`config.mk`:
```
export PLATFORM = sky130hd
export DESIGN_NAME = pzvip_tilelink_a_arbiter_flat
export DESIGN_NICKNAME = d
export VERILOG_FILES = /design/src/rtl/pzvip_tilelink_a_arbiter_if.sv /design/src/rtl/pzvip_tilelink_a_arbiter.sv /design/src/flat_wrapper.sv
export SDC_FILE = /design/constraint.sdc
export NUM_CORES = 1
export LEC_CHECK = 0
export BUFFER_PORTS_ARGS = -buffer_cell sky130_fd_sc_hd__buf_2
export CORE_AREA = 2 2 290 292
export DETAILED_ROUTE_END_ITERATION = 16
export DIE_AREA = 0 0 292 294
export PLACE_DENSITY = 0.33
export RECOVER_POWER = 100
export SYNTH_ARGS = -nofsm -noshare
export SYNTH_HDL_FRONTEND = slang
export SYNTH_SLANG_ARGS = --single-unit
```
`constraint.sdc`:
```
create_clock -name clock -period 4.7 [get_ports clock]
set_input_delay 0.94 -clock clock [delete_from_list [all_inputs] [get_ports clock]]
set_output_delay 0.94 -clock clock [all_outputs]
set_load 0.02 [all_outputs]
```
`src/rtl/pzvip_tilelink_a_arbiter_if.sv`:
```
// TileLink A+D link bundle; LANES valid/ready pairs share one set of D payload wires.
// Latency: none, wires only.
// Backpressure: a_ready/d_ready per lane, driven by the slave/master side respectively.
interface pzvip_tilelink_a_arbiter_if #(
    parameter int LANES      = 1,
    parameter int SOURCE_W   = 4,
    parameter int SIZE_W     = 3,
    parameter int A_OTHERS_W = 100,
    parameter int D_OTHERS_W = 72
);
    // A channel, lane i at [i*W +: W]
    logic [LANES-1:0]            a_valid;
    logic [LANES-1:0]            a_ready;
    logic [LANES*3-1:0]          a_opcode;
    logic [LANES*SIZE_W-1:0]     a_size;
    logic [LANES*SOURCE_W-1:0]   a_source;
    logic [LANES*A_OTHERS_W-1:0] a_others;

    // D channel: per-lane handshake, broadcast payload
    logic [LANES-1:0]            d_valid;
    logic [LANES-1:0]            d_ready;
    logic [2:0]                  d_opcode;
    logic [SIZE_W-1:0]           d_size;
    logic [SOURCE_W-1:0]         d_source;
    logic [D_OTHERS_W-1:0]       d_others;

    // Requester side: issues A, consumes D
    modport master (
        output a_valid, a_opcode, a_size, a_source, a_others, d_ready,
        input  a_ready, d_valid, d_opcode, d_size, d_source, d_others
    );

    // Responder side: consumes A, issues D
    modport slave (
        input  a_valid, a_opcode, a_size, a_source, a_others, d_ready,
        output a_ready, d_valid, d_opcode, d_size, d_source, d_others
    );
endinterface

```
`src/rtl/pzvip_tilelink_a_arbiter.sv`:
```
// N-to-1 round-robin TileLink A arbiter with burst locking; D responses routed back by upper source bits.
// Latency: 0 cycles on A and D (combinational mux/demux); d_route_error is registered, 1 cycle.
// Backpressure: s_a_ready passes only to the granted requester; s_d_ready follows the addressed m_d_ready.
module pzvip_tilelink_a_arbiter #(
    parameter int N          = 4,
    parameter int SOURCE_W   = 4,
    parameter int SIZE_W     = 3,
    parameter int DATA_BYTES = 8,
    parameter int A_OTHERS_W = 100,
    parameter int D_OTHERS_W = 72
) (
    input  logic                      clock,
    input  logic                      reset_n,
    pzvip_tilelink_a_arbiter_if.slave  m_if,
    pzvip_tilelink_a_arbiter_if.master s_if,
    output logic                      d_route_error
);

    localparam int IDX_W      = $clog2(N);
    localparam int BEAT_SHIFT = $clog2(DATA_BYTES);
    localparam int SRC_DW     = SOURCE_W + IDX_W;
    localparam int MAX_SIZE   = (1 << SIZE_W) - 1;
    localparam int MAX_EXP    = (MAX_SIZE > BEAT_SHIFT) ? (MAX_SIZE - BEAT_SHIFT) : 0;
    localparam int CNT_W      = MAX_EXP + 1;

    typedef logic [IDX_W-1:0] idx_t;
    typedef logic [CNT_W-1:0] cnt_t;

    // N widened by one bit so index comparisons stay meaningful when N is a power of two
    localparam logic [IDX_W:0] N_EXT = (IDX_W+1)'(N);

    typedef enum logic [1:0] {
        ST_IDLE  = 2'd0,
        ST_HOLD  = 2'd1,
        ST_BURST = 2'd2
    } state_t;

    // Data-carrying opcodes (PutFull, PutPartial, Arithmetic, Logical) span size/bus-width beats
    function automatic cnt_t beats_of(input logic [2:0] opcode, input logic [SIZE_W-1:0] size);
        cnt_t b;
        b = cnt_t'(1);
        if ((opcode < 3'd4) && (int'(size) > BEAT_SHIFT)) begin
            b = cnt_t'(1) << (int'(size) - BEAT_SHIFT);
        end
        return b;
    endfunction

    // Round-robin successor, wrapping at N
    function automatic idx_t next_idx(input idx_t g);
        idx_t n;
        if ({1'b0, g} == (N_EXT - 1'b1)) begin
            n = '0;
        end else begin
            n = g + 1'b1;
        end
        return n;
    endfunction

    state_t             state_q, state_d;
    idx_t               rr_ptr_q, rr_ptr_d;
    idx_t               grant_q, grant_d;
    cnt_t               beat_cnt_q, beat_cnt_d;
    logic               route_err_q, route_err_d;

    idx_t               arb_grant;
    logic               arb_found;
    logic [IDX_W:0]     rr_sum;
    idx_t               eff_grant;
    logic               sel_valid;
    logic [2:0]         sel_opcode;
    logic [SIZE_W-1:0]  sel_size;
    logic [SOURCE_W-1:0] sel_source;
    logic [A_OTHERS_W-1:0] sel_others;
    cnt_t               sel_beats;
    logic               s_a_valid_w;
    logic               a_hs;
    logic [N-1:0]       a_ready_vec;

    idx_t               d_idx;
    logic [N-1:0]       d_valid_vec;
    logic               d_ready_w;

    // Pick the first valid requester at or after rr_ptr, wrapping around
    always_comb begin
        arb_grant = rr_ptr_q;
        arb_found = 1'b0;
        rr_sum    = '0;
        for (int i = 0; i < N; i++) begin
            rr_sum = {1'b0, rr_ptr_q} + (IDX_W+1)'(i);
            if (rr_sum >= N_EXT) begin
                rr_sum = rr_sum - N_EXT;
            end
            if (!arb_found && m_if.a_valid[rr_sum[IDX_W-1:0]]) begin
                arb_grant = rr_sum[IDX_W-1:0];
                arb_found = 1'b1;
            end
        end
    end

    // Once a message is stalled or mid-burst, the latched grant overrides fresh arbitration
    assign eff_grant = (state_q == ST_IDLE) ? arb_grant : grant_q;

    // Payload mux for the effective grant
    always_comb begin
        sel_opcode = '0;
        sel_size   = '0;
        sel_source = '0;
        sel_others = '0;
        for (int i = 0; i < N; i++) begin
            if (idx_t'(i) == eff_grant) begin
                sel_opcode = m_if.a_opcode[i*3 +: 3];
                sel_size   = m_if.a_size[i*SIZE_W +: SIZE_W];
                sel_source = m_if.a_source[i*SOURCE_W +: SOURCE_W];
                sel_others = m_if.a_others[i*A_OTHERS_W +: A_OTHERS_W];
            end
        end
    end

    assign sel_valid   = (state_q == ST_IDLE) ? (|m_if.a_valid) : m_if.a_valid[grant_q];
    assign s_a_valid_w = reset_n & sel_valid;
    assign a_hs        = s_a_valid_w & s_if.a_ready;
    assign sel_beats   = beats_of(sel_opcode, sel_size);

    // Ready goes only to the granted requester; in IDLE it also needs its own valid
    always_comb begin
        a_ready_vec = '0;
        for (int i = 0; i < N; i++) begin
            a_ready_vec[i] = reset_n & s_if.a_ready & (idx_t'(i) == eff_grant)
                           & ((state_q != ST_IDLE) | m_if.a_valid[i]);
        end
    end

    assign m_if.a_ready  = a_ready_vec;
    assign s_if.a_valid  = s_a_valid_w;
    assign s_if.a_opcode = sel_opcode;
    assign s_if.a_size   = sel_size;
    assign s_if.a_source = {eff_grant, sel_source};
    assign s_if.a_others = sel_others;

    // Arbitration state: hold on stall, lock for multi-beat messages, advance rr_ptr on completion
    always_comb begin
        state_d    = state_q;
        rr_ptr_d   = rr_ptr_q;
        grant_d    = grant_q;
        beat_cnt_d = beat_cnt_q;
        case (state_q)
            ST_IDLE, ST_HOLD: begin
                if (a_hs) begin
                    if (sel_beats == cnt_t'(1)) begin
                        rr_ptr_d = next_idx(eff_grant);
                        state_d  = ST_IDLE;
                    end else begin
                        beat_cnt_d = sel_beats - 1'b1;
                        grant_d    = eff_grant;
                        state_d    = ST_BURST;
                    end
                end else if (s_a_valid_w) begin
                    grant_d = eff_grant;
                    state_d = ST_HOLD;
                end
            end
            ST_BURST: begin
                if (a_hs) begin
                    if (beat_cnt_q == cnt_t'(1)) begin
                        rr_ptr_d = next_idx(grant_q);
                        state_d  = ST_IDLE;
                    end else begin
                        beat_cnt_d = beat_cnt_q - 1'b1;
                    end
                end
            end
            default: begin
                state_d = ST_IDLE;
            end
        endcase
    end

    // D demux by the requester index in the top source bits; unknown indices are sunk and flagged
    always_comb begin
        d_idx       = s_if.d_source[SRC_DW-1 -: IDX_W];
        d_valid_vec = '0;
        d_ready_w   = 1'b1;
        route_err_d = 1'b0;
        if ({1'b0, d_idx} < N_EXT) begin
            d_valid_vec[d_idx] = s_if.d_valid;
            d_ready_w          = m_if.d_ready[d_idx];
        end else begin
            route_err_d = s_if.d_valid;
        end
    end

    assign m_if.d_valid  = d_valid_vec;
    assign s_if.d_ready  = d_ready_w;
    assign m_if.d_opcode = s_if.d_opcode;
    assign m_if.d_size   = s_if.d_size;
    assign m_if.d_source = s_if.d_source[SOURCE_W-1:0];
    assign m_if.d_others = s_if.d_others;
    assign d_route_error = route_err_q;

    // State registers; reset abandons any burst in flight
    always_ff @(posedge clock or negedge reset_n) begin
        if (!reset_n) begin
            state_q     <= ST_IDLE;
            rr_ptr_q    <= '0;
            grant_q     <= '0;
            beat_cnt_q  <= '0;
            route_err_q <= 1'b0;
        end else begin
            state_q     <= state_d;
            rr_ptr_q    <= rr_ptr_d;
            grant_q     <= grant_d;
            beat_cnt_q  <= beat_cnt_d;
            route_err_q <= route_err_d;
        end
    end

endmodule

```
`src/flat_wrapper.sv`:
```
// flat-port wrapper written by rule: the top's interface ports become plain ports
module pzvip_tilelink_a_arbiter_flat 
#(
    parameter int N          = 4,
    parameter int SOURCE_W   = 4,
    parameter int SIZE_W     = 3,
    parameter int DATA_BYTES = 8,
    parameter int A_OTHERS_W = 100,
    parameter int D_OTHERS_W = 72
)
  (clock, reset_n, d_route_error, m_if_a_valid, m_if_a_opcode, m_if_a_size, m_if_a_source, m_if_a_others, m_if_d_ready, m_if_a_ready, m_if_d_valid, m_if_d_opcode, m_if_d_size, m_if_d_source, m_if_d_others, s_if_a_valid, s_if_a_opcode, s_if_a_size, s_if_a_source, s_if_a_others, s_if_d_ready, s_if_a_ready, s_if_d_valid, s_if_d_opcode, s_if_d_size, s_if_d_source, s_if_d_others);
  pzvip_tilelink_a_arbiter_if #(.LANES(4), .SOURCE_W(SOURCE_W), .SIZE_W(SIZE_W), .A_OTHERS_W(A_OTHERS_W), .D_OTHERS_W(D_OTHERS_W)) m_if_i ();
  pzvip_tilelink_a_arbiter_if #(.LANES(1), .SOURCE_W(SOURCE_W), .SIZE_W(SIZE_W), .A_OTHERS_W(A_OTHERS_W), .D_OTHERS_W(D_OTHERS_W)) s_if_i ();
  input  logic clock;
  input  logic reset_n;
  output logic d_route_error;
  input wire logic [$bits(m_if_i.a_valid)-1:0] m_if_a_valid;
  input wire logic [$bits(m_if_i.a_opcode)-1:0] m_if_a_opcode;
  input wire logic [$bits(m_if_i.a_size)-1:0] m_if_a_size;
  input wire logic [$bits(m_if_i.a_source)-1:0] m_if_a_source;
  input wire logic [$bits(m_if_i.a_others)-1:0] m_if_a_others;
  input wire logic [$bits(m_if_i.d_ready)-1:0] m_if_d_ready;
  output wire logic [$bits(m_if_i.a_ready)-1:0] m_if_a_ready;
  output wire logic [$bits(m_if_i.d_valid)-1:0] m_if_d_valid;
  output wire logic [$bits(m_if_i.d_opcode)-1:0] m_if_d_opcode;
  output wire logic [$bits(m_if_i.d_size)-1:0] m_if_d_size;
  output wire logic [$bits(m_if_i.d_source)-1:0] m_if_d_source;
  output wire logic [$bits(m_if_i.d_others)-1:0] m_if_d_others;
  output wire logic [$bits(s_if_i.a_valid)-1:0] s_if_a_valid;
  output wire logic [$bits(s_if_i.a_opcode)-1:0] s_if_a_opcode;
  output wire logic [$bits(s_if_i.a_size)-1:0] s_if_a_size;
  output wire logic [$bits(s_if_i.a_source)-1:0] s_if_a_source;
  output wire logic [$bits(s_if_i.a_others)-1:0] s_if_a_others;
  output wire logic [$bits(s_if_i.d_ready)-1:0] s_if_d_ready;
  input wire logic [$bits(s_if_i.a_ready)-1:0] s_if_a_ready;
  input wire logic [$bits(s_if_i.d_valid)-1:0] s_if_d_valid;
  input wire logic [$bits(s_if_i.d_opcode)-1:0] s_if_d_opcode;
  input wire logic [$bits(s_if_i.d_size)-1:0] s_if_d_size;
  input wire logic [$bits(s_if_i.d_source)-1:0] s_if_d_source;
  input wire logic [$bits(s_if_i.d_others)-1:0] s_if_d_others;
  assign m_if_i.a_valid = m_if_a_valid;
  assign m_if_i.a_opcode = m_if_a_opcode;
  assign m_if_i.a_size = m_if_a_size;
  assign m_if_i.a_source = m_if_a_source;
  assign m_if_i.a_others = m_if_a_others;
  assign m_if_i.d_ready = m_if_d_ready;
  assign m_if_a_ready = m_if_i.a_ready;
  assign m_if_d_valid = m_if_i.d_valid;
  assign m_if_d_opcode = m_if_i.d_opcode;
  assign m_if_d_size = m_if_i.d_size;
  assign m_if_d_source = m_if_i.d_source;
  assign m_if_d_others = m_if_i.d_others;
  assign s_if_a_valid = s_if_i.a_valid;
  assign s_if_a_opcode = s_if_i.a_opcode;
  assign s_if_a_size = s_if_i.a_size;
  assign s_if_a_source = s_if_i.a_source;
  assign s_if_a_others = s_if_i.a_others;
  assign s_if_d_ready = s_if_i.d_ready;
  assign s_if_i.a_ready = s_if_a_ready;
  assign s_if_i.d_valid = s_if_d_valid;
  assign s_if_i.d_opcode = s_if_d_opcode;
  assign s_if_i.d_size = s_if_d_size;
  assign s_if_i.d_source = s_if_d_source;
  assign s_if_i.d_others = s_if_d_others;
  pzvip_tilelink_a_arbiter #(.N(N), .SOURCE_W(SOURCE_W), .SIZE_W(SIZE_W), .DATA_BYTES(DATA_BYTES), .A_OTHERS_W(A_OTHERS_W), .D_OTHERS_W(D_OTHERS_W)) u_core (.clock(clock), .reset_n(reset_n), .m_if(m_if_i), .s_if(s_if_i), .d_route_error(d_route_error));
endmodule
```
; Word level (Yosys, flattened, before mapping)
; Index checks and enable logic that the tools add are counted.
[op_classes]
addsub = 12
order_cmp = 11
eq_ne = 17
shifts = 1
muxes = 61
bitwise = 15
reduce_logical = 18
[ops]
columns = op, n
row1 = 100-bit 2-to-1 mux, 4
row2 = 2-bit 2-to-1 mux, 23
row3 = "1-bit by 32-bit left shift with 5-bit output, first input constant", 1
row4 = 5-bit 2-to-1 mux, 5
row5 = 3-bit 2-to-1 mux, 8
row6 = 4-bit 2-to-1 mux, 4
row7 = "2-bit by 3-bit < comparator with 1-bit output, second input constant", 5
row8 = 1-bit AND, 11
row9 = 1-bit binary-select mux with 2-bit select, 5
row10 = "5-bit by 1-bit == test with 1-bit output, second input constant", 2
row11 = 5-bit case mux with 2 select lines, 1
row12 = 5-bit AND reduction, 2
row13 = "5-bit by 1-bit subtractor with 5-bit output, second input constant", 2
row14 = "3-bit greater-or-equal comparator, second input constant", 3
row15 = 1-bit 2-to-1 mux, 9
row16 = "2-bit by 1-bit != test with 1-bit output, second input constant", 4
row17 = 2-bit case mux with 2 select lines, 2
row18 = "2-bit by 1-bit subtractor with 2-bit output, second input constant", 4
row19 = "2-bit by 2-bit adder with 3-bit output, second input constant", 2
row20 = "2-bit == test, second input constant", 3
row21 = "2-bit != test, second input constant", 3
row22 = 3-bit AND reduction, 2
row23 = 2-bit nonzero test, 3
row24 = "2-bit by 1-bit adder with 2-bit output, second input constant", 2
row25 = other kinds (15), 25
[totals]
regBits = 12
in_bits = 534
output_inout_bits = 203
wordCells = 140

; Longest topological paths before layout
; Gate-level depths: netlist of run 1.
[logic_depth]
word_depth = 27
ltp_mapped = 23
mapped_depth_nobuf = 22

; Worst setup path before layout of run 1
; Ideal clock, no wire load.
[synth_timing]
path_type = input-to-reg
start = input m_if_a_valid[0]
end = register u_core.beat_cnt_q[2]
setup_time_ps = 71
arrival_time_ps = 5540
required_time_ps = 4629
setup_slack_ps = -910
stages = 21
n_path_buf = 3
path_cell_list = nor2b_1 o21ai_0 o221ai_1 o21ai_0 ha_1 clkbuf_1 clkbuf_1 buf_1 a21oi_1 nor2_1 a21oi_1 o21ai_0 ha_1 nor2_1 a21oi_1 ha_1 nor3_1 o2111ai_1 o211ai_1 or4b_1 nand4_1
[synth_between]
elab_chain_len = 25
elab_cells_between_ends = 55
cone_classes = 2 x add/sub / 2 x order compare / 7 x eq/ne / 1 x shift / 31 x mux / 2 x bitwise / 10 x reduce/logical
[synth_rtl]
columns = element, line
row1 = "start, declared", flat_wrapper.sv:17  ; input wire logic [$bits(m_if_i.a_valid)-1:0] m_if_a_valid;
row2 = 1-bit binary-select mux with 2-bit select, pzvip_tilelink_a_arbiter.sv:93  ; if (!arb_found && m_if.a_valid[rr_sum[IDX_W-1:0]]) begin
row3 = 1-bit 2-to-1 mux (not written as such), pzvip_tilelink_a_arbiter.sv:93
row4 = 1-bit 2-to-1 mux, pzvip_tilelink_a_arbiter.sv:93
row5 = 1-bit logical NOT, pzvip_tilelink_a_arbiter.sv:93
row6 = 1-bit logical AND, pzvip_tilelink_a_arbiter.sv:93
row7 = 1-bit 2-to-1 mux, pzvip_tilelink_a_arbiter.sv:93
row8 = 1-bit logical NOT, pzvip_tilelink_a_arbiter.sv:93
row9 = 1-bit logical AND, pzvip_tilelink_a_arbiter.sv:93
row10 = [... 5 more ...], --
row11 = via u_core.eff_grant[0], pzvip_tilelink_a_arbiter.sv:68  ; idx_t eff_grant;
row12 = [... 5 more ...], --
row13 = via s_if_a_size[1], flat_wrapper.sv:31  ; output wire logic [$bits(s_if_i.a_size)-1:0] s_if_a_size;
row14 = 3-bit by 2-bit subtractor with 4-bit output / 3-bit by 2-bit greater-than comparator with 1-bit output (equally long branches), "pzvip_tilelink_a_arbiter.sv:43, pzvip_tilelink_a_arbiter.sv:42"
row15 = 1-bit by 32-bit left shift with 5-bit output / 1-bit logical AND (equally long branches), "pzvip_tilelink_a_arbiter.sv:43, pzvip_tilelink_a_arbiter.sv:42"
row16 = 5-bit 2-to-1 mux (*), pzvip_tilelink_a_arbiter.sv:42  ; if ((opcode < 3'd4) && (int'(size) > BEAT_SHIFT)) begin
row17 = 5-bit by 1-bit subtractor with 5-bit output, pzvip_tilelink_a_arbiter.sv:153  ; beat_cnt_d = sel_beats - 1'b1;
row18 = 5-bit 2-to-1 mux, pzvip_tilelink_a_arbiter.sv:149  ; if (sel_beats == cnt_t'(1)) begin
row19 = 5-bit 2-to-1 mux, pzvip_tilelink_a_arbiter.sv:148  ; if (a_hs) begin
row20 = 5-bit case mux with 2 select lines, pzvip_tilelink_a_arbiter.sv:146  ; case (state_q)
row21 = "end signal, assigned", pzvip_tilelink_a_arbiter.sv:212  ; beat_cnt_q <= beat_cnt_d;
row22 = "end, declared", pzvip_tilelink_a_arbiter.sv:62  ; cnt_t beat_cnt_q, beat_cnt_d;
; The timed path passes the listed nets; every way through them passes the cells marked *. The select of a mux whose other input is x is not followed.
; A chain may end at the register's enable or synchronous reset.

; Worst setup path after layout of run 1
[layout_timing]
start = input m_if_a_valid[1]
end = output s_if_a_others[38]
[layout_between]
elab_chain_len = 18
elab_cells_between_ends = 30
cone_classes = 3 x eq/ne / 20 x mux / 7 x reduce/logical
[layout_rtl]
columns = element, line
row1 = 1-bit binary-select mux with 2-bit select, pzvip_tilelink_a_arbiter.sv:93
row2 = 1-bit 2-to-1 mux (not written as such), pzvip_tilelink_a_arbiter.sv:93
row3 = 1-bit 2-to-1 mux, pzvip_tilelink_a_arbiter.sv:93
row4 = 1-bit logical NOT, pzvip_tilelink_a_arbiter.sv:93
row5 = 1-bit logical AND, pzvip_tilelink_a_arbiter.sv:93
row6 = 1-bit 2-to-1 mux, pzvip_tilelink_a_arbiter.sv:93
row7 = 1-bit logical NOT, pzvip_tilelink_a_arbiter.sv:93
row8 = 1-bit logical AND, pzvip_tilelink_a_arbiter.sv:93
row9 = 1-bit 2-to-1 mux, pzvip_tilelink_a_arbiter.sv:93
row10 = 1-bit logical NOT, pzvip_tilelink_a_arbiter.sv:93
row11 = 1-bit logical AND, pzvip_tilelink_a_arbiter.sv:93
row12 = 2-bit 2-to-1 mux (*), pzvip_tilelink_a_arbiter.sv:93
row13 = 2-bit 2-to-1 mux (*), pzvip_tilelink_a_arbiter.sv:101  ; assign eff_grant = (state_q == ST_IDLE) ? arb_grant : grant_q;
row14 = via u_core.eff_grant[1], pzvip_tilelink_a_arbiter.sv:68
row15 = 2-bit logical NOT, pzvip_tilelink_a_arbiter.sv:110  ; if (idx_t'(i) == eff_grant) begin
row16 = 100-bit 2-to-1 mux (3 in series), pzvip_tilelink_a_arbiter.sv:110
row17 = 100-bit 2-to-1 mux (*), pzvip_tilelink_a_arbiter.sv:110
row18 = "end, declared", flat_wrapper.sv:33  ; output wire logic [$bits(s_if_i.a_others)-1:0] s_if_a_others;
; Marks and branches as above.

==> impl_metrics.py, run 1 <==
metrics = {
    "logic_synthesis": {
        "ys_ff_latch": 12,
        "syn_avg_cell_area_um2": 5.76,
        "ys_types": 52,
        "yosys.area_share.adder_pct": 2.54,
        "ys.flop_type": "dfrtp_1",
        "yosysWarnings": 0,
        "postSynthCellCount": 856,
        "muxShareOfSynthArea_pct": 1.75,
        "synth_edf_count": 0,
        "synth_compound_area_share_pct": 46.3,
        "ys_seq_area_share_pct": 6.09,
        "synth_top_family_by_area": "compound AO/OA/AOI/OAI gates",
        "synthesis.area_mm2": 0.00493,
        "synth_simple_gate_area_share_pct": 23.2,
        "postSynth.asyncResetShare_pct": 100,
        "synth_xor_area_share_pct": 0,
    },
    "layout": {
        "nets": 1917,
        "final_area_mm2": 0.00944,
        "final_cell_mix": "buf_2 (545), nand2_1 (126), nor2_1 (113), a21oi_1 (113), a22oi_1 (106)",
        "regArea_um2": 300,
        "syn_to_final_growth_pct": 91.7,
        "drive_gt1_share_pct": 50.9,
        "final_common_cell": "buf_2",
        "fill_cells": 9849,
        "fin_util_pct": 11.4,
        "multiInputGateArea_mm2": 0.00379,
    },
    "global_route": {
        "grt_max_degree": 98,
        "grt_use_total_pct": 9.27,
        "grt_first_pass_wirelength_um": 57500,
        "grt_pass1_vias": 7762,
        "grt_antenna_before_repair": 18,
        "grt-ovfl-total": 0,
    },
    "floorplan": {
        "core_mm2": 0.0829,
        "start_util_pct": 5.94,
        "ioPinCount": 737,
        "die-area_mm2": 0.0858,
        "die_h_um": 294,
        "rows": 106,
        "die_w_um": 292,
    },
    "detailed_routing": {
        "dr.pass1.iters": 5,
        "ant_nets": 0,
        "first_iter_violations": 341,
        "routedWlPerCell_um": 17.8,
        "via_per_inst": 3.28,
        "drc": 0,
        "vias": 8068,
        "wl_um": 43800,
    },
    "critical_path": {
        "path_max_fanout": 31,
        "crit_start": "m_if_a_valid[1]",
        "reg2reg_depth": 15,
        "crit_family": "buffers and inverters",
        "worstPathRequired_ns": 3.76,
        "cp-end-kind": "primary output",
        "worst_path_most_repeated_cell": "buf_4",
        "slowest_delay_ns": 0.29,
        "r2r_slack_ns": 0.60,
        "critPathKind": "in -> out",
        "worst_path_max_delay_cell": "o31ai_2",
        "arrival_ns": 3.63,
        "cp_num_buf_inv": 9,
        "r2r_start": "u_core.state_q[0]$_DFFE_PN0P_",
        "path_cells": "buf_2, buf_4, inv_1, a21oi_1, o31ai_2, inv_1, ha_4, buf_4, nor2b_4, buf_12, buf_12, a22oi_1, nor2_1, a21oi_1, o21ai_0, buf_4, buf_2",
        "r2r-end": "u_core.grant_q[0]$_DFFE_PN0P_",
        "cp-start-kind": "input pin",
    },
    "place": {
        "io_buffers": 563,
        "post_dp_cell_area_mm2": 0.00928,
        "place_congestion": 0.749,
        "dpl.hpwl_um": 38500,
    },
    "worst_hold_path": {
        "hold_path_class": "reg -> reg",
        "hold_start": "u_core.beat_cnt_q[4]$_DFFE_PN0P_",
        "hold_path_end": "u_core.beat_cnt_q[4]$_DFFE_PN0P_",
        "min_path_cells": 2,
    },
    "timing": {
        "relSlewSlack_pct": 45.6,
        "period_minus_slack_ns": 4.57,
        "max_freq_ghz": 0.219,
        "finalSetupViolCount": 0,
        "worst_pin_slew_ns": 0.815,
        "hold_viol_final": 0,
        "finalCritPeriodShare_pct": 97.2,
        "maxSlewViolCount": 0,
        "skew_ns": 0.00290,
    },
    "clock_network": {
        "ctsLongestPathBuffers": 2,
        "path_clk_slew_ns": 0.05,
        "htree_levels": 1,
        "tritoncts": "built",
        "cts_made_buffers": 3,
        "cts.sinks": 12,
        "cts_root_buffer": "clkbuf_16",
        "clk_latency_ns": 0.24,
    },
    "pwr": {
        "irDropWorstVdd_mv": 0.436,
        "powerDensity_mw_per_mm2": 1030,
        "p_total_mw": 9.73,
        "leakagePower_nw": 4.41,
    },
    "flow_run": {
        "maxCapViolations": 0,
    },
    "status": {
        "status": "finished, final reports clean",
    },
}
-- logic make-up (layout without fill, tap and decap cells) --
family	after synthesis	in the layout
and+or+nand+nor	277	277
AOI/OAI and AO/OA	373	373
adders and majority gates	10	10
buffers and inverters	175	687
DFF	12	12
muxes	8	8
other	1	10
-- sequential cells by signal, indices dropped and copies added (netlist names) --
register,cells
u_core.beat_cnt_q,5
u_core.d_route_error,1
u_core.state_q,2
u_core.grant_q,2
u_core.rr_ptr_q,2
-- report_power, final --
group          leakage (nW)  internal (mW)  switching [mW]
Combinational          4.22           3.67            5.68
Sequential            0.146          0.144          0.0541
Clock                0.0442          0.129          0.0504
-- repair_timing --
item | in CTS | in global routing
hold buffers | 0 | 0
setup buffers | 0 | 1
setup endpoints to repair | 6 | 41
endpoints found under the hold margin | 0 | 0
pin swaps | 1 | 4
gates resized for setup | 6 | 19
cloned | 0 | 1
-- layer usage --
metal / vias to the layer above / global-route usage, % / wire length (um)
met2: 502 / 15.0 / 19700
met5: - / 0 / 80
met3: 33 / 6.70 / 7410
met4: 14 / 1.09 / 395
li1: 4005 / - / -
met1: 3514 / 10.1 / 16300
-- area by class of cell --
class	count	area share [%]
repair buffers	672	40.9
flip-flops and latches	12	3.18
diodes	5	0.132
well taps	1080	14.3
clock buffers	4	0.941
inverters	11	0.437
multi-input cells	673	40.1
-- cells in the mapped netlist, types with 3 or more instances --
master    number  area [um^2]
ha_1          10          125
mux2i_1        3         30.0
clkbuf_1      63          236
o211a_1        5         50.1
nand2_1      126          473
nor2b_1       10         62.6
nand3b_1       4         30.0
nor3_1         4         20.0
dfrtp_1       12          300
nor2_1       115          432
mux2_2         3         33.8
or2_2          3         18.8
nand2b_1       5         31.3
a211oi_1       5         37.5
buf_1         12         45.0
o21a_1         4         30.0
buf_4         87          653
a21oi_1      114          571
a22oi_1      107          803
inv_1         10         37.5
o21ai_0      117          586
-- per-stage QoR --
stage	setup TNS [ns]	instances	setup WS, ns	hold slack [ns]
floorplan	-0.0451	860	-0.0451	0.526
global placement	-0.0431	2446	-0.0208	0.574
detailed placement	-0.0603	2446	-0.0316	0.571
CTS	0	2450	0.00413	0.578
global route	-0.00583	2456	-0.00583	0.626
finish	0	2457	0.133	0.574
-- worst max path at each step --
stage	slack, ns	endpoint	depth (start not counted)
floorplan	-0.05	u_core.beat_cnt_q[2]$_DFFE_PN0P_	21
global route	-0.006	s_if_a_others[3]	17
finish	0.13	s_if_a_others[38]	17
CTS	0.004	s_if_a_others[47]	16
global placement	-0.02	s_if_a_others[67]	16
detailed placement	-0.03	s_if_a_others[89]	15
-- tightest hold or removal path: cells and delay by family (launching register included) --
kind	cells	cell delay [ns]
flops	1	0.39
compound gates	2	0.14
No activity file was read; power rests on OpenSTA's default activity.
==> run 2, diff against run 1 <==
CTS_BUF_LIST = sky130_fd_sc_hd__clkbuf_2   (was unset)
GPL_TIMING_DRIVEN = 0   (was unset)
==> run 2 against run 1 <==
Net effect:
- non-clock buffer count increased by 159
- utilization rose by 1.1 points
- combinational power grew 8%
- sequential power hardly changed
- count of clock-buffer cells in the layout down 1
- power is 6.7% higher
- register-to-register slack worse by 0.32 ns
- maximum frequency fell by 0.35%
- clock skew increased by 0.0043 ns
- cell area rose by 9.8%
- routed wire length increased by 30%
- sequential share of layout area shrank 0.28 points
- largest cell class unchanged
==> impl_metrics.py, run 2 (same netlist as run 1, synthesis figures left out) <==
metrics = {
    "status": {
        "status": "finished, final reports clean",
    },
    "layout": {
        "final_cell_mix": "buf_2 (546), nand2_1 (126), buf_4 (119)",
        "drive_gt1_share_pct": 51.5,
        "nets": 2076,
        "multiInputGateArea_mm2": 0.00398,
        "top_register": "u_core.beat_cnt_q",
        "largest_reg_flops": 5,
        "fill_cells": 9883,
        "final_common_cell": "buf_2",
        "syn_to_final_growth_pct": 111,
        "fin_util_pct": 12.5,
        "regArea_um2": 300,
    },
    "pwr": {
        "powerDensity_mw_per_mm2": 1000,
        "p_total_mw": 10.4,
        "leakagePower_nw": 4.81,
        "irDropWorstVdd_mv": 0.455,
    },
    "worst_hold_path": {
        "hold_path_class": "reg -> reg",
        "hold_start": "u_core.beat_cnt_q[4]$_DFFE_PN0P_",
        "hold_path_end": "u_core.beat_cnt_q[4]$_DFFE_PN0P_",
        "min_path_cells": 2,
    },
    "clock_network": {
        "cts_root_buffer": "clkbuf_2",
        "cts_made_buffers": 3,
        "hold_buffers": 0,
        "cts.sinks": 12,
        "htree_levels": 1,
        "tritoncts": "built",
        "clk_latency_ns": 0.28,
        "ctsLongestPathBuffers": 2,
        "path_clk_slew_ns": 0.14,
    },
    "floorplan": {
        "core_mm2": 0.0829,
        "die_h_um": 294,
        "die_w_um": 292,
        "die-area_mm2": 0.0858,
        "ioPinCount": 737,
        "rows": 106,
        "start_util_pct": 5.94,
    },
    "global_route": {
        "grt_first_pass_wirelength_um": 73500,
        "grt_antenna_before_repair": 27,
        "grt_max_degree": 15,
        "grt_pass1_vias": 9094,
        "grt_use_total_pct": 12.3,
        "grt-ovfl-total": 0,
    },
    "critical_path": {
        "worstPathRequired_ns": 4.93,
        "r2r_start": "u_core.state_q[0]$_DFFE_PN0P_",
        "critPathKind": "in -> reg",
        "r2r_slack_ns": 0.28,
        "arrival_ns": 4.82,
        "cp-start-kind": "input pin",
        "cp-end-kind": "flop",
        "reg2reg_depth": 20,
        "r2r-end": "u_core.beat_cnt_q[2]$_DFFE_PN0P_",
        "path_max_fanout": 6,
    },
    "timing": {
        "max_freq_ghz": 0.218,
        "finalSetupViolCount": 0,
        "worst_pin_slew_ns": 0.842,
        "period_minus_slack_ns": 4.58,
        "hold_viol_final": 0,
        "finalCritPeriodShare_pct": 97.5,
        "whs_ns": 0.596,
        "skew_ns": 0.00718,
        "maxSlewViolCount": 0,
        "relSlewSlack_pct": 43.9,
        "rsz0062_at_grt": "true",
    },
    "detailed_routing": {
        "vias": 9036,
        "first_iter_violations": 514,
        "ant_nets": 0,
        "dr.pass1.iters": 5,
        "via_per_inst": 3.45,
        "wl_um": 57200,
        "drc": 0,
        "routedWlPerCell_um": 21.8,
    },
    "place": {
        "io_buffers": 645,
        "place_congestion": 0.856,
        "dpl.hpwl_um": 49600,
    },
    "flow_run": {
        "maxCapViolations": 0,
    },
}
## run 2: changes by cell type in the layout (fill, tap and decap cells not counted), moves of 6 or more
cell / delta
clkbuf_4: +8
diode_2: +6
buf_6: +13
o21ai_0: -19
a21oi_2: +6
clkbuf_2: +18
o21ai_2: +15
buf_12: -10
a21oi_1: -8
clkbuf_1: +97
buf_4: +22
## run 2: how the worst max path moves through the flow
stage | startpoint | to | slack, ns
6_report | m_if_a_valid[1] | u_core.beat_cnt_q[2]$_DFFE_PN0P_ | 0.12
5_1_grt | m_if_a_valid[1] | u_core.beat_cnt_q[2]$_DFFE_PN0P_ | -0.06
4_1_cts | m_if_a_valid[0] | u_core.beat_cnt_q[2]$_DFFE_PN0P_ | -0.02
3_5_place_dp | m_if_a_valid[0] | u_core.grant_q[0]$_DFFE_PN0P_ | -2.10
3_3_place_gp | m_if_a_valid[0] | u_core.grant_q[0]$_DFFE_PN0P_ | -2.74
2_1_floorplan | m_if_a_valid[0] | u_core.beat_cnt_q[2]$_DFFE_PN0P_ | -0.05
## run 2: cell type report
cell class,count,share of cell area [%]
multi-input cells,673,38.4
repair buffers,668,32.8
well taps,1080,13.0
plain buffers,163,12.1
flip-flops and latches,12,2.89
inverters,11,0.398
diodes,11,0.265
clock buffers,3,0.145
clock inverters,1,0.0362
## run 2: stage by stage
stage	TNS [ns]	worst slack [ns]	instances	instance area, um^2
after CTS	-0.0265	-0.0221	2600	10200
after global placement	-233.22	-2.74	2585	9580
final	0	0.117	2622	10400
after floorplan	-0.0451	-0.0451	860	5000
after global routing	-0.0628	-0.0628	2617	10400
after detailed placement	-176.02	-2.10	2585	9580
## run 2: layer usage
metal | track usage [%] | vias up | routed length, um
met3 | 3.11 | 56 | 5100
met2 | 20.2 | 497 | 26100
met1 | 16.2 | 4152 | 24800
met4 | 2.43 | 8 | 1160
met5 | 0 | - | 46
li1 | - | 4323 | -
## run 2: timing repair
action	CTS	global route
pin swaps	10	20
cloned	0	1
endpoints found under the setup margin	120	78
gates resized for setup	155	79
setup buffers	12	10
## run 2: power breakdown
part / leakage (nW) / switching (mW) / internal [mW]
clock network: 0.0141 / 0.0408 / 0.0185
registers: 0.146 / 0.0555 / 0.143
logic: 4.65 / 6.63 / 3.50
## run 2: worst max-delay path: stages
cell       delay (ns)
buf_4            0.15
o21ai_2          0.15
a221oi_2         0.09
o31ai_4          0.46
inv_2            0.12
ha_4             0.20
clkbuf_16        0.18
clkbuf_16        0.18
nor2_1           0.14
a21oi_2          0.05
nor2_2           0.09
a21oi_2          0.04
o21ai_2          0.22
ha_4             0.25
nor2_4           0.11
nand3b_1         0.16
ha_4             0.21
nor3_2           0.17
o2111ai_1        0.14
o211ai_1         0.17
or4b_1           0.46
nand4_1          0.10
